==> src/rtl/prog_loader.sv <==
// prog_loader: boot-time program loader in front of the CPU instruction memory.
// Receives a framed byte stream (4-byte LE word count, N LE data words,
// 1 XOR checksum byte), writes words sequentially to the program memory and
// releases the CPU via cpuRunEn once the checksum matches.
// Ports:
//   sysClk, sysRst_n        clock, async active-low reset
//   start                   pulse; begins a load from IDLE/DONE/ERR
//   byteIn/byteValid/byteReady  byte stream handshake (byteReady registered)
//   pmWrEn/pmWrAddr/pmWrData    program memory write port
//   cpuRunEn, loadDone, loadErr, errCode, wordsLoaded  status
module prog_loader #(
   parameter int unsigned ADDR_W    = 10,
   parameter int unsigned MEM_DEPTH = 1024,
   parameter int unsigned TIMEOUT   = 4096
) (
   input  logic              sysClk,
   input  logic              sysRst_n,
   input  logic              start,
   input  logic [7:0]        byteIn,
   input  logic              byteValid,
   output logic              byteReady,
   output logic              pmWrEn,
   output logic [ADDR_W-1:0] pmWrAddr,
   output logic [31:0]       pmWrData,
   output logic              cpuRunEn,
   output logic              loadDone,
   output logic              loadErr,
   output logic [1:0]        errCode,
   output logic [ADDR_W:0]   wordsLoaded
);

   // Idle counter only needs to reach TIMEOUT-1 before the abort fires.
   localparam int unsigned TMR_W = (TIMEOUT > 1) ? $clog2(TIMEOUT) : 1;

   typedef enum logic [2:0] {
      S_IDLE, S_HDR, S_DATA, S_CSUM, S_DONE, S_ERR
   } state_e;

   state_e            state_q, state_d;
   logic [1:0]        byte_idx_q, byte_idx_d;
   logic [31:0]       asm_q, asm_d;
   logic [31:0]       count_q, count_d;
   logic [7:0]        csum_q, csum_d;
   logic [ADDR_W:0]   words_q, words_d;
   logic [1:0]        err_q, err_d;
   logic [TMR_W-1:0]  idle_q, idle_d;
   logic              wr_en_q, wr_en_d;
   logic [ADDR_W-1:0] wr_addr_q, wr_addr_d;
   logic [31:0]       wr_data_q, wr_data_d;
   logic              ready_q, ready_d;
   logic              run_q, run_d;
   logic              done_q, done_d;
   logic              lerr_q, lerr_d;

   logic              accept;
   logic              active;
   logic [31:0]       word_next;

   assign accept    = byteValid && ready_q;
   assign active    = (state_q == S_HDR) || (state_q == S_DATA) || (state_q == S_CSUM);
   assign word_next = {byteIn, asm_q[31:8]};

   always_comb begin
      state_d    = state_q;
      byte_idx_d = byte_idx_q;
      asm_d      = asm_q;
      count_d    = count_q;
      csum_d     = csum_q;
      words_d    = words_q;
      err_d      = err_q;
      idle_d     = idle_q;
      wr_en_d    = 1'b0;
      wr_addr_d  = wr_addr_q;
      wr_data_d  = wr_data_q;

      // wordsLoaded advances at the end of the write cycle, so pmWrAddr
      // equals wordsLoaded while pmWrEn is high.
      if (wr_en_q) words_d = words_q + (ADDR_W+1)'(1);

      unique case (state_q)
         S_IDLE, S_DONE, S_ERR: begin
            if (start) begin
               state_d    = S_HDR;
               byte_idx_d = '0;
               words_d    = '0;
               csum_d     = '0;
               err_d      = 2'b00;
               idle_d     = '0;
            end
         end
         S_HDR: begin
            if (accept) begin
               asm_d      = word_next;
               csum_d     = csum_q ^ byteIn;
               byte_idx_d = byte_idx_q + 2'd1;
               if (byte_idx_q == 2'd3) begin
                  count_d = word_next;
                  if (word_next > MEM_DEPTH) begin
                     state_d = S_ERR;
                     err_d   = 2'b01;
                  end else if (word_next == '0) begin
                     state_d = S_CSUM;
                  end else begin
                     state_d = S_DATA;
                  end
               end
            end
         end
         S_DATA: begin
            if (accept) begin
               asm_d      = word_next;
               csum_d     = csum_q ^ byteIn;
               byte_idx_d = byte_idx_q + 2'd1;
               if (byte_idx_q == 2'd3) begin
                  wr_en_d   = 1'b1;
                  wr_addr_d = words_q[ADDR_W-1:0];
                  wr_data_d = word_next;
                  // The previous word's write has always retired by now, so
                  // words_q counts every word before this one.
                  if (32'(words_q) + 32'd1 == count_q) state_d = S_CSUM;
               end
            end
         end
         S_CSUM: begin
            if (accept) begin
               if (byteIn == csum_q) begin
                  state_d = S_DONE;
               end else begin
                  state_d = S_ERR;
                  err_d   = 2'b10;
               end
            end
         end
         default: state_d = S_IDLE;
      endcase

      // Idle timer; an accepted byte is the only way out of an active state,
      // so this never competes with a transition made above.
      if (TIMEOUT != 0 && active) begin
         if (accept) begin
            idle_d = '0;
         end else if (32'(idle_q) == TIMEOUT - 32'd1) begin
            state_d = S_ERR;
            err_d   = 2'b11;
         end else begin
            idle_d = idle_q + TMR_W'(1);
         end
      end

      ready_d = (state_d == S_HDR) || (state_d == S_DATA) || (state_d == S_CSUM);
      run_d   = (state_d == S_DONE);
      done_d  = (state_d == S_DONE);
      lerr_d  = (state_d == S_ERR);
   end

   always_ff @(posedge sysClk or negedge sysRst_n) begin
      if (!sysRst_n) begin
         state_q    <= S_IDLE;
         byte_idx_q <= '0;
         asm_q      <= '0;
         count_q    <= '0;
         csum_q     <= '0;
         words_q    <= '0;
         err_q      <= '0;
         idle_q     <= '0;
         wr_en_q    <= 1'b0;
         wr_addr_q  <= '0;
         wr_data_q  <= '0;
         ready_q    <= 1'b0;
         run_q      <= 1'b0;
         done_q     <= 1'b0;
         lerr_q     <= 1'b0;
      end else begin
         state_q    <= state_d;
         byte_idx_q <= byte_idx_d;
         asm_q      <= asm_d;
         count_q    <= count_d;
         csum_q     <= csum_d;
         words_q    <= words_d;
         err_q      <= err_d;
         idle_q     <= idle_d;
         wr_en_q    <= wr_en_d;
         wr_addr_q  <= wr_addr_d;
         wr_data_q  <= wr_data_d;
         ready_q    <= ready_d;
         run_q      <= run_d;
         done_q     <= done_d;
         lerr_q     <= lerr_d;
      end
   end

   assign byteReady   = ready_q;
   assign pmWrEn      = wr_en_q;
   assign pmWrAddr    = wr_addr_q;
   assign pmWrData    = wr_data_q;
   assign cpuRunEn    = run_q;
   assign loadDone    = done_q;
   assign loadErr     = lerr_q;
   assign errCode     = err_q;
   assign wordsLoaded = words_q;

endmodule
==> config.mk <==
export PLATFORM = sky130hd
export DESIGN_NAME = prog_loader
export DESIGN_NICKNAME = d
export VERILOG_FILES = /design/src/rtl/prog_loader.sv
export SDC_FILE = /design/constraint.sdc
export NUM_CORES = 1
export LEC_CHECK = 0
export BUFFER_PORTS_ARGS = -buffer_cell sky130_fd_sc_hd__buf_2
export CAP_MARGIN = 10
export CORE_UTILIZATION = 55
export DETAILED_ROUTE_END_ITERATION = 7
export PLACE_DENSITY = 0.77
export SLEW_MARGIN = 10
export SYNTH_ARGS = -nofsm -noshare
export SYNTH_HDL_FRONTEND = slang
export SYNTH_SLANG_ARGS = --single-unit
==> constraint.sdc <==
create_clock -name sysClk -period 3.9 [get_ports sysClk]
set_input_delay 0.78 -clock sysClk [delete_from_list [all_inputs] [get_ports sysClk]]
set_output_delay 0.78 -clock sysClk [all_outputs]
set_load 0.01 [all_outputs]
# Word level (Yosys, flattened, before mapping)
# Cells that the tools add are included.
[op_classes]
n_eq_ne = 16
bitwise_logic = 1
muxes = 41
add_sub_neg = 4
n_reduce_logical = 14
order_cmp = 1
[op_table]
columns = ["cell", "n"]
rows = [
  ["2-to-1 mux 12 bit", 5],
  ["2-to-1 mux 11 bit", 3],
  ["2-to-1 mux 3 bit", 11],
  ["== test 12 x 32 -> 1 bit", 1],
  ["> comparator 32 x 11 -> 1 bit (second input constant)", 1],
  ["zero test 32 bit", 1],
  ["2-to-1 mux 2 bit", 11],
  ["2-to-1 mux 8 bit", 2],
  ["case mux 8 bit (2 select lines)", 1],
  ["adder 11 x 1 -> 12 bit (second input constant)", 1],
  ["adder 12 x 1 -> 12 bit (second input constant)", 1],
  ["== test 12 bit (second input constant)", 1],
  ["== test 3 x 2 -> 1 bit (second input constant)", 4],
  ["== test 3 bit (second input constant)", 4],
  ["case mux 3 bit (4 select lines)", 1],
  ["adder 11 x 1 -> 11 bit (second input constant)", 1],
  ["AND reduction 3 bit", 3],
  ["== test 8 bit", 1],
  ["XOR 8 bit", 1],
  ["== test 3 x 1 -> 1 bit (second input constant)", 2],
  ["case mux 2 bit (3 select lines)", 1],
  ["2-to-1 mux 1 bit", 5],
  ["logical OR 1 bit", 4],
  ["case mux 2 bit (2 select lines)", 1],
  ["other kinds (10)", 10],
]
[totals]
register_bits = 148
input_bits = 12
word_cells = 91

# Depth between registers and ports, before layout
# Gate-level depths: netlist (run 1).
[depth]
ltp_word = 12
ltp_mapped = 8
depth_no_buf = 7

# Worst setup path before layout (run 1)
# OpenSTA, ideal clock, no wires.
[synth_path]
path_type = "input -> register"
startpoint = "input byteValid"
endpoint = "register lerr_q (netlist: loadErr)"
cell_stages = 8
arrival_time_ns = 2.251
path_slack_ns = 1.576
cell_sequence = "and3b_1 > buf_2 > and4b_1 > buf_4 > nor4b_1 > o2111ai_1 > or4_4 > a21boi_2"
[synth_between]
elab_chain_len = 7
[synth_lines]
columns = ["element", "line", "text"]
rows = [
  ["start: declaration", "20", "input logic byteValid,"],
  ["logical AND 1 bit *", "59", "assign accept = byteValid && ready_q;"],
  ["2-to-1 mux 3 bit (on tied branches)", "125, 110, 92", ""],
  ["case mux 3 bit (4 select lines)", "80", "unique case (state_q)"],
  ["2-to-1 mux 3 bit", "142", "end else if (32'(idle_q) == TIMEOUT - 32'd1) begin"],
  ["2-to-1 mux 3 bit", "140", "if (accept) begin"],
  ["2-to-1 mux 3 bit *", "139", "if (TIMEOUT != 0 && active) begin"],
  ["== test 3 bit *", "153", "lerr_d = (state_d == S_ERR);"],
  ["named net lerr_d", "53", "logic lerr_q, lerr_d;"],
  ["end signal: assignment", "188", "lerr_q <= lerr_d;"],
  ["end: declaration", "53", ""],
]
# The timed path passes the listed nets; every way through them passes the cells marked *.
# A chain may end at the register's enable or synchronous reset.

# Worst setup path after layout (run 1)
[layout_path]
startpoint = "register words_q[0] (netlist: wordsLoaded[0])"
endpoint = "register lerr_q (netlist: loadErr)"
[layout_between]
elab_chain_len = 10
[layout_lines]
columns = ["element", "line", "text"]
rows = [
  ["start: declaration", "44", "logic [ADDR_W:0] words_q, words_d;"],
  ["start signal: assignment", "179", "words_q <= words_d;"],
  ["adder 11 x 1 -> 12 bit *", "120", "if (32'(words_q) + 32'd1 == count_q) state_d = S_CSUM;"],
  ["== test 12 x 32 -> 1 bit *", "120", ""],
  ["2-to-1 mux 3 bit *", "120", ""],
  ["2-to-1 mux 3 bit *", "114", "if (byte_idx_q == 2'd3) begin"],
  ["2-to-1 mux 3 bit *", "110", "if (accept) begin"],
  ["case mux 3 bit (4 select lines) *", "80", ""],
  ["2-to-1 mux 3 bit", "142", ""],
  ["2-to-1 mux 3 bit", "140", ""],
  ["2-to-1 mux 3 bit *", "139", ""],
  ["== test 3 bit *", "153", ""],
  ["named net lerr_d", "53", ""],
]
# Marks and branches as above.

==> flow_metrics.env, run 1 <==
export IMPL_power_per_cell_area_nw_per_um2=675.9
export IMPL_worst_setup_path_start_kind="flip-flop"
export IMPL_routed_wl_um=13230
export IMPL_track_usage_pct=24.61
export IMPL_die_h_um=109.3
export IMPL_hp_class="input pin to async pin"
export IMPL_cts_root_buf="clkbuf_16"
export IMPL_grt_pass1_vias=4499
export IMPL_fp_dieArea_um2=11950
export IMPL_ctsResizeCount=0
export IMPL_dp_hpwl_um=8958
export IMPL_slew_viol_final=0
export IMPL_gp_congestion=0.8823
export IMPL_status="complete, no violations"
export IMPL_cts_htree_levels=4
export IMPL_grt_use_met3_pct=6.046
export IMPL_nFillCells=871
export IMPL_fin_nets=656
export IMPL_hold_viol=0
export IMPL_via_count=4584
export IMPL_antenna_found_initial=0
export IMPL_yosysUniqueCellTypes=62
export IMPL_syn_area_um2=6332
export IMPL_multi_input_area_um2=2670
export IMPL_synth_nets=589
export IMPL_ir_worst_vdd_uv=522.7
export IMPL_power_mw=4.938
export IMPL_io_pins=72
export IMPL_grt_pass1_wl_um=21980
export IMPL_setup_tns_ns=0
export IMPL_ys_ff_latch=140
export IMPL_finalNonFillerCells=793
export IMPL_synth_seq_area_share_pct=55.33
export IMPL_detail_route_antenna_nets=0
export IMPL_layout_commonest_cell="dfrtp_1"
export IMPL_placedInstanceArea_um2=6763
export IMPL_worstSetupEndpointType="flip-flop"
export IMPL_clk_pin_slew_ns=0.06
export IMPL_io_buffers=71
export IMPL_tightest_slew_ns=1.093
export IMPL_cts_tree="built"
export IMPL_gr_usage_met2_pct=39.49
export IMPL_relSlewSlack_pct=26.97
export IMPL_critPathKind="flip-flop to flip-flop"
export IMPL_grt_overflow_total=0
export IMPL_cts_sinks=140
export IMPL_wl_per_cell_um=16.68
export IMPL_path_max_fanout=8
export IMPL_layout_common_cells="dfrtp_1, nand2_1, mux2_2, buf_2, nor2_1"
export IMPL_synthToLayoutAreaGrowth_pct=15.37
export IMPL_synth_cells=574
export IMPL_crit_arrival_ns=2.72
export IMPL_drt_iter0_markers=225
export IMPL_maxCapViolations=0
export IMPL_grt_max_degree=113
export IMPL_period_share_pct=60.76
export IMPL_synth_edf_count=0
export IMPL_start_util_pct=57.41
export IMPL_fin_skew_ns=0.006545
export IMPL_drt_vias_per_instance=5.781
export IMPL_use_met1_pct=31.73
export IMPL_die_w_um=109.3
export IMPL_rows=38
export IMPL_synthArstFlopShare_pct=100.0
export IMPL_post_cts_buffers=0
export IMPL_whs_ns=0.4905
export IMPL_yosysWarnings=0
export IMPL_setup_viol=0
export IMPL_seq_area_um2=3503
export IMPL_post_route_min_period_ns=2.370
export IMPL_drive_gt1_share_pct=29.25
export IMPL_syn_area_per_cell_um2=11.03
export IMPL_dr_pass1_iters=4
export IMPL_cts_buffers=17
export IMPL_ys_flop_type="dfrtp_1"
export IMPL_design_area_um2=7306
export IMPL_dpl_cell_count=762
export IMPL_p_leak_nw=3.557
export IMPL_antenna_cells=0
export IMPL_crit_required_ns=4.25
export IMPL_rsz0062_at_grt="no"
export IMPL_drc_errors=0
export IMPL_ctsHoldBuffers=0
export IMPL_core_area_um2=11030
export IMPL_max_freq_mhz=422.0
export IMPL_clk_latency_ns=0.42
export IMPL_clockBufferDepth=2
export IMPL_grt_busiest_layer="met2"
cell type report:
type                       instances  share of cell area [%]
clock buffer                      20                   6.114
clock inverter                    11                   1.319
inverter                           2                  0.1028
multi-input combinational        403                   36.55
sequential                       140                   47.95
tap                              140                   2.398
timing repair buffer              77                   5.566
worst max-delay path, cell delays in order, from the launching register on:
cell	delay, ns
dfrtp_1	0.47
ha_1	0.36
nand3_2	0.12
or3_4	0.36
o21ai_1	0.13
a311oi_1	0.12
or4_4	0.58
a21boi_2	0.14
stage by stage:
step	util, %	setup slack, ns
floorplan	-	1.576
global placement	61.31	1.320
detailed placement	61.31	1.227
CTS	66.23	1.555
global route	66.23	1.353
finish	66.23	1.530
power breakdown:
part	total [mW]	leakage [nW]	internal (mW)	switching [mW]
sequential	2.26	1.85	1.83	0.428
clock	1.47	0.266	0.885	0.588
combinational	1.20	1.44	0.547	0.658
total	4.94	3.56	3.26	1.67
kinds of logic (layout without fill, tap and decap cells):
group,after synthesis,after routing,share of synthesized area (%)
buf+inv,31,110,2.529
flops,140,140,55.33
fa+ha+maj,3,3,0.5928
mux,75,75,13.30
simple gates,216,216,16.72
compound gates,81,81,7.667
xor+xnor,28,28,3.873
state kept, by name (all words and copies together), names as in the netlist:
name / flops
count_q: 32
loadDone: 1
asm_q: 24
state_q: 3
pmWrEn: 1
wordsLoaded: 11
byte_idx_q: 2
idle_q: 12
pmWrData: 32
pmWrAddr: 10
byteReady: 1
csum_q: 8
errCode: 2
loadErr: 1
path summary, 6_finish.rpt:
check                               start  slack (ns)  depth (start not counted)           end
max                        wordsLoaded[0]        1.53                          7       loadErr
max in group asynchronous        sysRst_n        2.57                          2  pmWrData[17]
max reg2reg                wordsLoaded[0]        1.53                          7       loadErr
min reg2reg                  pmWrData[15]        0.50                          1  pmWrData[15]
min                              sysRst_n        0.49                          1     idle_q[7]
min in group sysClk          pmWrData[15]        0.50                          1  pmWrData[15]
metal layers:
layer,wire length [µm],share of wire (%)
met1,6016,45
met2,6425,49
met3,475,3.6
met4,309,2.3
met5,0,0
synthesized netlist by cell type, types with 4 or more instances:
| cell type | number | area share (%) |
|---|---|---|
| a31oi_1 | 7 | 0.69 |
| mux2_2 | 73 | 13 |
| o31ai_1 | 4 | 0.47 |
| clkbuf_1 | 15 | 0.89 |
| xor2_1 | 11 | 1.5 |
| nor3_1 | 8 | 0.63 |
| nor4_1 | 12 | 1.2 |
| nand4_1 | 8 | 0.79 |
| xnor2_1 | 17 | 2.4 |
| a21oi_1 | 13 | 1.0 |
| nor2b_1 | 6 | 0.59 |
| nor2_1 | 39 | 2.3 |
| o21ai_0 | 37 | 2.9 |
| dfrtp_1 | 140 | 55 |
| nand2b_1 | 4 | 0.40 |
| nand3_1 | 14 | 1.1 |
| buf_2 | 7 | 0.55 |
| or3_1 | 4 | 0.40 |
| nand2_1 | 93 | 5.5 |
| and3_1 | 4 | 0.40 |
(Power assumes the default switching activity.)
==> run 2: changes to the inputs <==
--- a/config.mk
+++ b/config.mk
@@ -5,6 +5,7 @@
 export SDC_FILE = /design/constraint.sdc
 export NUM_CORES = 1
 export LEC_CHECK = 0
+export ABC_AREA = 1
 export BUFFER_PORTS_ARGS = -buffer_cell sky130_fd_sc_hd__buf_2
 export CAP_MARGIN = 10
 export CORE_UTILIZATION = 55
==> constraint.sdc (replaced) <==
create_clock -name sysClk -period 2.4 [get_ports sysClk]
set_input_delay 0.48 -clock sysClk [delete_from_list [all_inputs] [get_ports sysClk]]
set_output_delay 0.48 -clock sysClk [all_outputs]
set_load 0.01 [all_outputs]
==> flow_metrics.env, run 2 <==
export IMPL_tightest_slew_ns=0.4711
export IMPL_worst_setup_path_start_kind="flip-flop"
export IMPL_synth_area_top_cells="dfrtp_1, nand2_1, o21ai_0, inv_1, o21ai_2"
export IMPL_routed_wl_um=14780
export IMPL_ys_flop_type="dfrtp_1"
export IMPL_fp_dieArea_um2=12240
export IMPL_cts_buffers=17
export IMPL_die_h_um=110.7
export IMPL_grt_pass1_vias=5360
export IMPL_clk_pin_slew_ns=0.06
export IMPL_rows=39
export IMPL_power_mw=8.011
export IMPL_finalNonFillerCells=1008
export IMPL_fin_nets=867
export IMPL_synth_seq_area_share_pct=53.96
export IMPL_syn_area_um2=6492
export IMPL_wl_per_cell_um=14.67
export IMPL_path_max_fanout=8
export IMPL_synth_nets=793
export IMPL_yosysWarnings=0
export IMPL_netlist_top_cells_count="nand2_1, dfrtp_1, o21ai_0"
export IMPL_cts_sinks=140
export IMPL_core_area_um2=11470
export IMPL_dr_pass1_iters=5
export IMPL_track_usage_pct=26.06
export IMPL_max_freq_mhz=481.6
export IMPL_r2r_cells=12
export IMPL_io_pins=72
export IMPL_hold_viol=0
export IMPL_synth_cells=778
export IMPL_grt_max_degree=86
export IMPL_detail_route_antenna_nets=0
export IMPL_cts_tree="built"
export IMPL_ir_worst_vdd_uv=641.1
export IMPL_drive_gt1_share_pct=18.03
export IMPL_die_w_um=110.7
export IMPL_status="complete, no violations"
export IMPL_synth_edf_count=0
export IMPL_via_count=5462
export IMPL_drt_vias_per_instance=5.419
export IMPL_synthMostInstantiatedCell="nand2_1"
export IMPL_clockBufferDepth=2
export IMPL_yosys_area_top_type="dfrtp_1"
export IMPL_crit_arrival_ns=2.37
export IMPL_antenna_found_initial=0
export IMPL_grt_overflow_total=0
export IMPL_ys_ff_latch=140
export IMPL_drc_errors=0
export IMPL_dp_hpwl_um=10430
export IMPL_synthArstFlopShare_pct=100.0
export IMPL_relSlewSlack_pct=68.59
export IMPL_cts_htree_levels=4
export IMPL_slew_viol_final=0
export IMPL_startpoint="idle_q[0]"
export IMPL_period_share_pct=86.52
export IMPL_gp_congestion=0.8910
export IMPL_post_route_util_pct=66.07
export IMPL_rsz0062_at_grt="no"
export IMPL_dpl_cell_count=975
export IMPL_yosysUniqueCellTypes=39
export IMPL_setup_viol=0
export IMPL_clk_latency_ns=0.42
export IMPL_hp_class="input pin to flip-flop"
export IMPL_crit_required_ns=2.69
export IMPL_synthToLayoutAreaGrowth_pct=16.69
export IMPL_min_from="byteIn[1]"
export IMPL_post_route_min_period_ns=2.076
export IMPL_layout_common_cells="nand2_1, dfrtp_1, o21ai_0, inv_1, buf_2"
export IMPL_rrSetupSlack_ns=0.32
export IMPL_worstSetupEndpointType="flip-flop"
export IMPL_power_per_cell_area_nw_per_um2=1057
export IMPL_r2r_start="idle_q[0]"
export IMPL_io_buffers=71
export IMPL_start_util_pct=56.62
export IMPL_fin_skew_ns=0.007262
export IMPL_r2r_end="idle_q[4]"
export IMPL_antenna_cells=0
export IMPL_layout_commonest_cell="nand2_1"
export IMPL_cp_endpoint="idle_q[4]"
export IMPL_p_leak_nw=3.934
export IMPL_setup_tns_ns=0
export IMPL_maxCapViolations=0
export IMPL_drt_iter0_markers=462
export IMPL_cts_root_buf="clkbuf_16"
export IMPL_critPathKind="flip-flop to flip-flop"
export IMPL_syn_area_per_cell_um2=8.345
export IMPL_grt_pass1_wl_um=25500
export IMPL_yosysTopAreaCellShare_pct=53.96
## run 2: changes by cell type in the layout (fill, tap and decap cells not counted), sizes merged, moves of 11 or more
| cell | change |
|---|---|
| inv | +91 |
| mux2 | -73 |
| nand2 | +138 |
| nand3 | +28 |
| nor2 | +19 |
| nor4 | -11 |
| o21ai | +85 |
| xnor2 | -12 |
## run 2: worst min path at each step
stage,to,slack (ns),depth (start not counted)
after floorplan,asm_q[10],0.18,0
after global placement,pmWrData[5],0.39,1
after detailed placement,pmWrData[7],0.39,1
after CTS,count_q[25],0.40,3
after global routing,count_q[25],0.41,3
final,count_q[25],0.41,3
## run 2: routing by layer
layer	up-vias	track usage (%)	part of all wire (%)
li1	2655	-	-
met1	2605	34.78	45
met2	168	41.04	48
met3	34	5.249	4.7
met4	0	12.44	2.8
met5	-	0	0
## run 2: cells by family after synthesis
| logic type | share of synthesized area [%] |
|---|---|
| AND/OR/NAND/NOR | 22.62 |
| AO/OA/AOI/OAI | 13.70 |
| flip-flops | 53.96 |
| buffers and inverters | 7.786 |
| XOR/XNOR | 1.349 |
| adder cells (fa/ha/maj) | 0.5782 |
## run 2: where the power goes
group	internal (mW)	total (mW)	switching [mW]
registers	2.90	3.27	0.375
clock network	1.58	2.55	0.969
logic	0.730	2.19	1.46
## run 2: critical path: stages, from the launching register on
cell     delay (ns)
dfrtp_1        0.40
ha_1           0.21
nand3_1        0.14
nor2_2         0.16
nand3_1        0.12
nor2_2         0.19
nand2_1        0.14
nand2_2        0.16
inv_1          0.16
nand2_1        0.09
o21ai_0        0.08
nand2_1        0.07
a21oi_1        0.04
## run 2: what timing repair did
item                       4_1_cts  5_1_grt
hold buffers                     1        0
setup endpoints to repair        0        0
gates resized for setup          0        0
hold endpoints to repair        32        0
buffers inserted                 0        0
## run 2: layout make-up
cell class / instances / area (µm²)
clock buffers: 21 / 460.4
clock inverters: 11 / 117.6
fillers: 957 / 3891
inverters: 94 / 352.8
multi-input cells: 518 / 2486
flip-flops and latches: 140 / 3503
well taps: 143 / 178.9
repair buffers: 81 / 476.7
## run 2: through the flow
step                      hold WS [ns]  area (µm²)  setup WS [ns]
after floorplan                 0.1844        6492         0.7232
after global placement          0.3857        6988         0.4295
after detailed placement        0.3889        6988         0.3348
after CTS                       0.3962        7576         0.3942
after global routing            0.4113        7576         0.1816
final                           0.4083        7576         0.3236
==> run 3: changes to the inputs <==
--- a/config.mk
+++ b/config.mk
@@ -8,9 +8,10 @@
 export ABC_AREA = 1
 export BUFFER_PORTS_ARGS = -buffer_cell sky130_fd_sc_hd__buf_2
 export CAP_MARGIN = 10
-export CORE_UTILIZATION = 55
+export CORE_ASPECT_RATIO = 1.75
+export CORE_UTILIZATION = 57
 export DETAILED_ROUTE_END_ITERATION = 7
-export PLACE_DENSITY = 0.77
+export PLACE_DENSITY = 0.79
 export SLEW_MARGIN = 10
 export SYNTH_ARGS = -nofsm -noshare
 export SYNTH_HDL_FRONTEND = slang
==> flow_metrics.env, run 3 (synthesized netlist as in run 2, its figures left out) <==
export IMPL_layout_common_cells="nand2_1, dfrtp_1, o21ai_0, inv_1, buf_2"
export IMPL_rows=51
export IMPL_seq_area_um2=3503
export IMPL_r2r_start="idle_q[0]"
export IMPL_worst_setup_path_start_kind="flip-flop"
export IMPL_grt_pass1_vias=5603
export IMPL_maxCapViolations=0
export IMPL_clk_pin_slew_ns=0.06
export IMPL_cts_buffers=17
export IMPL_start_util_pct=58.47
export IMPL_power_per_cell_area_nw_per_um2=1095
export IMPL_setup_viol=0
export IMPL_io_buffers=71
export IMPL_drt_iter0_markers=286
export IMPL_routed_wl_um=16180
export IMPL_relSlewSlack_pct=63.72
export IMPL_critPathKind="flip-flop to flip-flop"
export IMPL_die_h_um=143.2
export IMPL_ctsResizeCount=0
export IMPL_cp_slowest_cell="dfrtp_1"
export IMPL_antenna_cells=0
export IMPL_slew_viol_final=0
export IMPL_crit_required_ns=2.73
export IMPL_layout_commonest_cell="nand2_1"
export IMPL_ctsHoldBuffers=0
export IMPL_clk_latency_ns=0.42
export IMPL_track_usage_pct=30.36
export IMPL_cts_htree_levels=4
export IMPL_post_cts_buffers=0
export IMPL_cts_sinks=140
export IMPL_whs_ns=0.02265
export IMPL_cts_root_buf="clkbuf_16"
export IMPL_nFillCells=888
export IMPL_drt_vias_per_instance=5.529
export IMPL_setup_tns_ns=0
export IMPL_detail_route_antenna_nets=0
export IMPL_crit_arrival_ns=2.40
export IMPL_synthToLayoutAreaGrowth_pct=17.31
export IMPL_p_leak_nw=3.954
export IMPL_finalNonFillerCells=997
export IMPL_die_w_um=82.68
export IMPL_ir_worst_vdd_uv=676.9
export IMPL_slowest_delay_ns=0.41
export IMPL_via_count=5512
export IMPL_drive_gt1_share_pct=18.38
export IMPL_tightest_slew_ns=0.5442
export IMPL_post_route_min_period_ns=2.062
export IMPL_status="complete, no violations"
export IMPL_fin_nets=869
export IMPL_grt_max_degree=86
export IMPL_path_cells="ha_1, nand3_1, nor2_2, nand3_1, nor2_2, nand2_1, nor2_2, inv_2, nand3_2, inv_1, nor2_1"
export IMPL_multi_input_area_um2=2486
export IMPL_grt_pass1_wl_um=26440
export IMPL_cts_tree="built"
export IMPL_hold_viol=0
export IMPL_gp_congestion=0.9780
export IMPL_max_freq_mhz=485.0
export IMPL_grt_overflow_total=0
export IMPL_core_area_um2=11100
export IMPL_clockBufferDepth=2
export IMPL_dr_pass1_iters=5
export IMPL_startpoint="idle_q[0]"
export IMPL_fp_dieArea_um2=11840
export IMPL_fin_skew_ns=0.007183
export IMPL_antenna_found_initial=0
export IMPL_hp_class="input pin to async pin"
export IMPL_wl_per_cell_um=16.23
export IMPL_cp_common_cell="nor2_2"
export IMPL_period_share_pct=85.91
export IMPL_drc_errors=0
export IMPL_worstSetupEndpointType="flip-flop"
export IMPL_io_pins=72
export IMPL_rsz0062_at_grt="no"
export IMPL_path_max_fanout=5
export IMPL_dp_hpwl_um=11510
export IMPL_dpl_cell_count=967
run 3: cell count changes in the layout (fill, tap and decap cells not counted), sizes merged:
| cell | before | now |
|---|---|---|
| inv | 94 | 95 |
| buf | 80 | 83 |
| dlygate4sd3 | 1 | 0 |
| clkbuf | 21 | 17 |
| clkinvlp | 2 | 3 |
| bufinv | 2 | 4 |
| clkinv | 7 | 5 |
run 3: layout make-up:
class,instances,area share [%]
Clock buffer,17,5.586
Sequential cell,140,46.00
Clock inverter,13,2.546
Timing Repair Buffer,83,6.424
Multi-Input combinational cell,518,32.64
Tap cell,132,2.169
Inverter,94,4.633
run 3: layer usage:
layer	GRT usage (%)	up-vias	part of all wire (%)
met1	32.13	2625	37
li1	-	2649	-
met3	5.367	64	3.9
met2	54.06	174	53
met4	18.06	0	5.7
met5	0	-	0
run 3: critical path, delay by kind of cell (launching register included):
kind                       cells  cell delay, ns
adders and majority gates      1            0.26
buffers and inverters          2            0.17
DFF                            1            0.41
and+or+nand+nor                8            1.15
run 3: worst paths after layout:
path	endpoint	slack, ns	cells after the start
min in group sysClk	count_q[30]	0.39	3
min reg2reg	pmWrAddr[4]	0.48	2
max reg2reg	loadDone	0.34	11
max in group asynchronous	idle_q[3]	1.66	2
max	loadDone	0.34	11
min	pmWrAddr[1]	0.02	1
run 3: power by group:
part / switching [mW] / leakage (nW) / internal (mW) / total (mW)
clock network: 1.03 / 0.293 / 1.74 / 2.76
registers: 0.405 / 1.86 / 2.90 / 3.30
logic: 1.52 / 1.80 / 0.748 / 2.27
run 3: per-stage QoR:
| step | total power, mW | util (%) | setup WS (ns) | area (µm²) |
|---|---|---|---|---|
| 3_3_place_gp | 5.424 | 63.02 | 0.4728 | 6997 |
| 2_1_floorplan | 4.822 | - | 0.7232 | 6492 |
| 5_1_grt | 8.787 | 68.59 | 0.09766 | 7616 |
| 6_report | 8.340 | 68.59 | 0.3382 | 7616 |
| 4_1_cts | 8.343 | 68.59 | 0.3538 | 7616 |
| 3_5_place_dp | 5.533 | 63.02 | 0.4285 | 6997 |
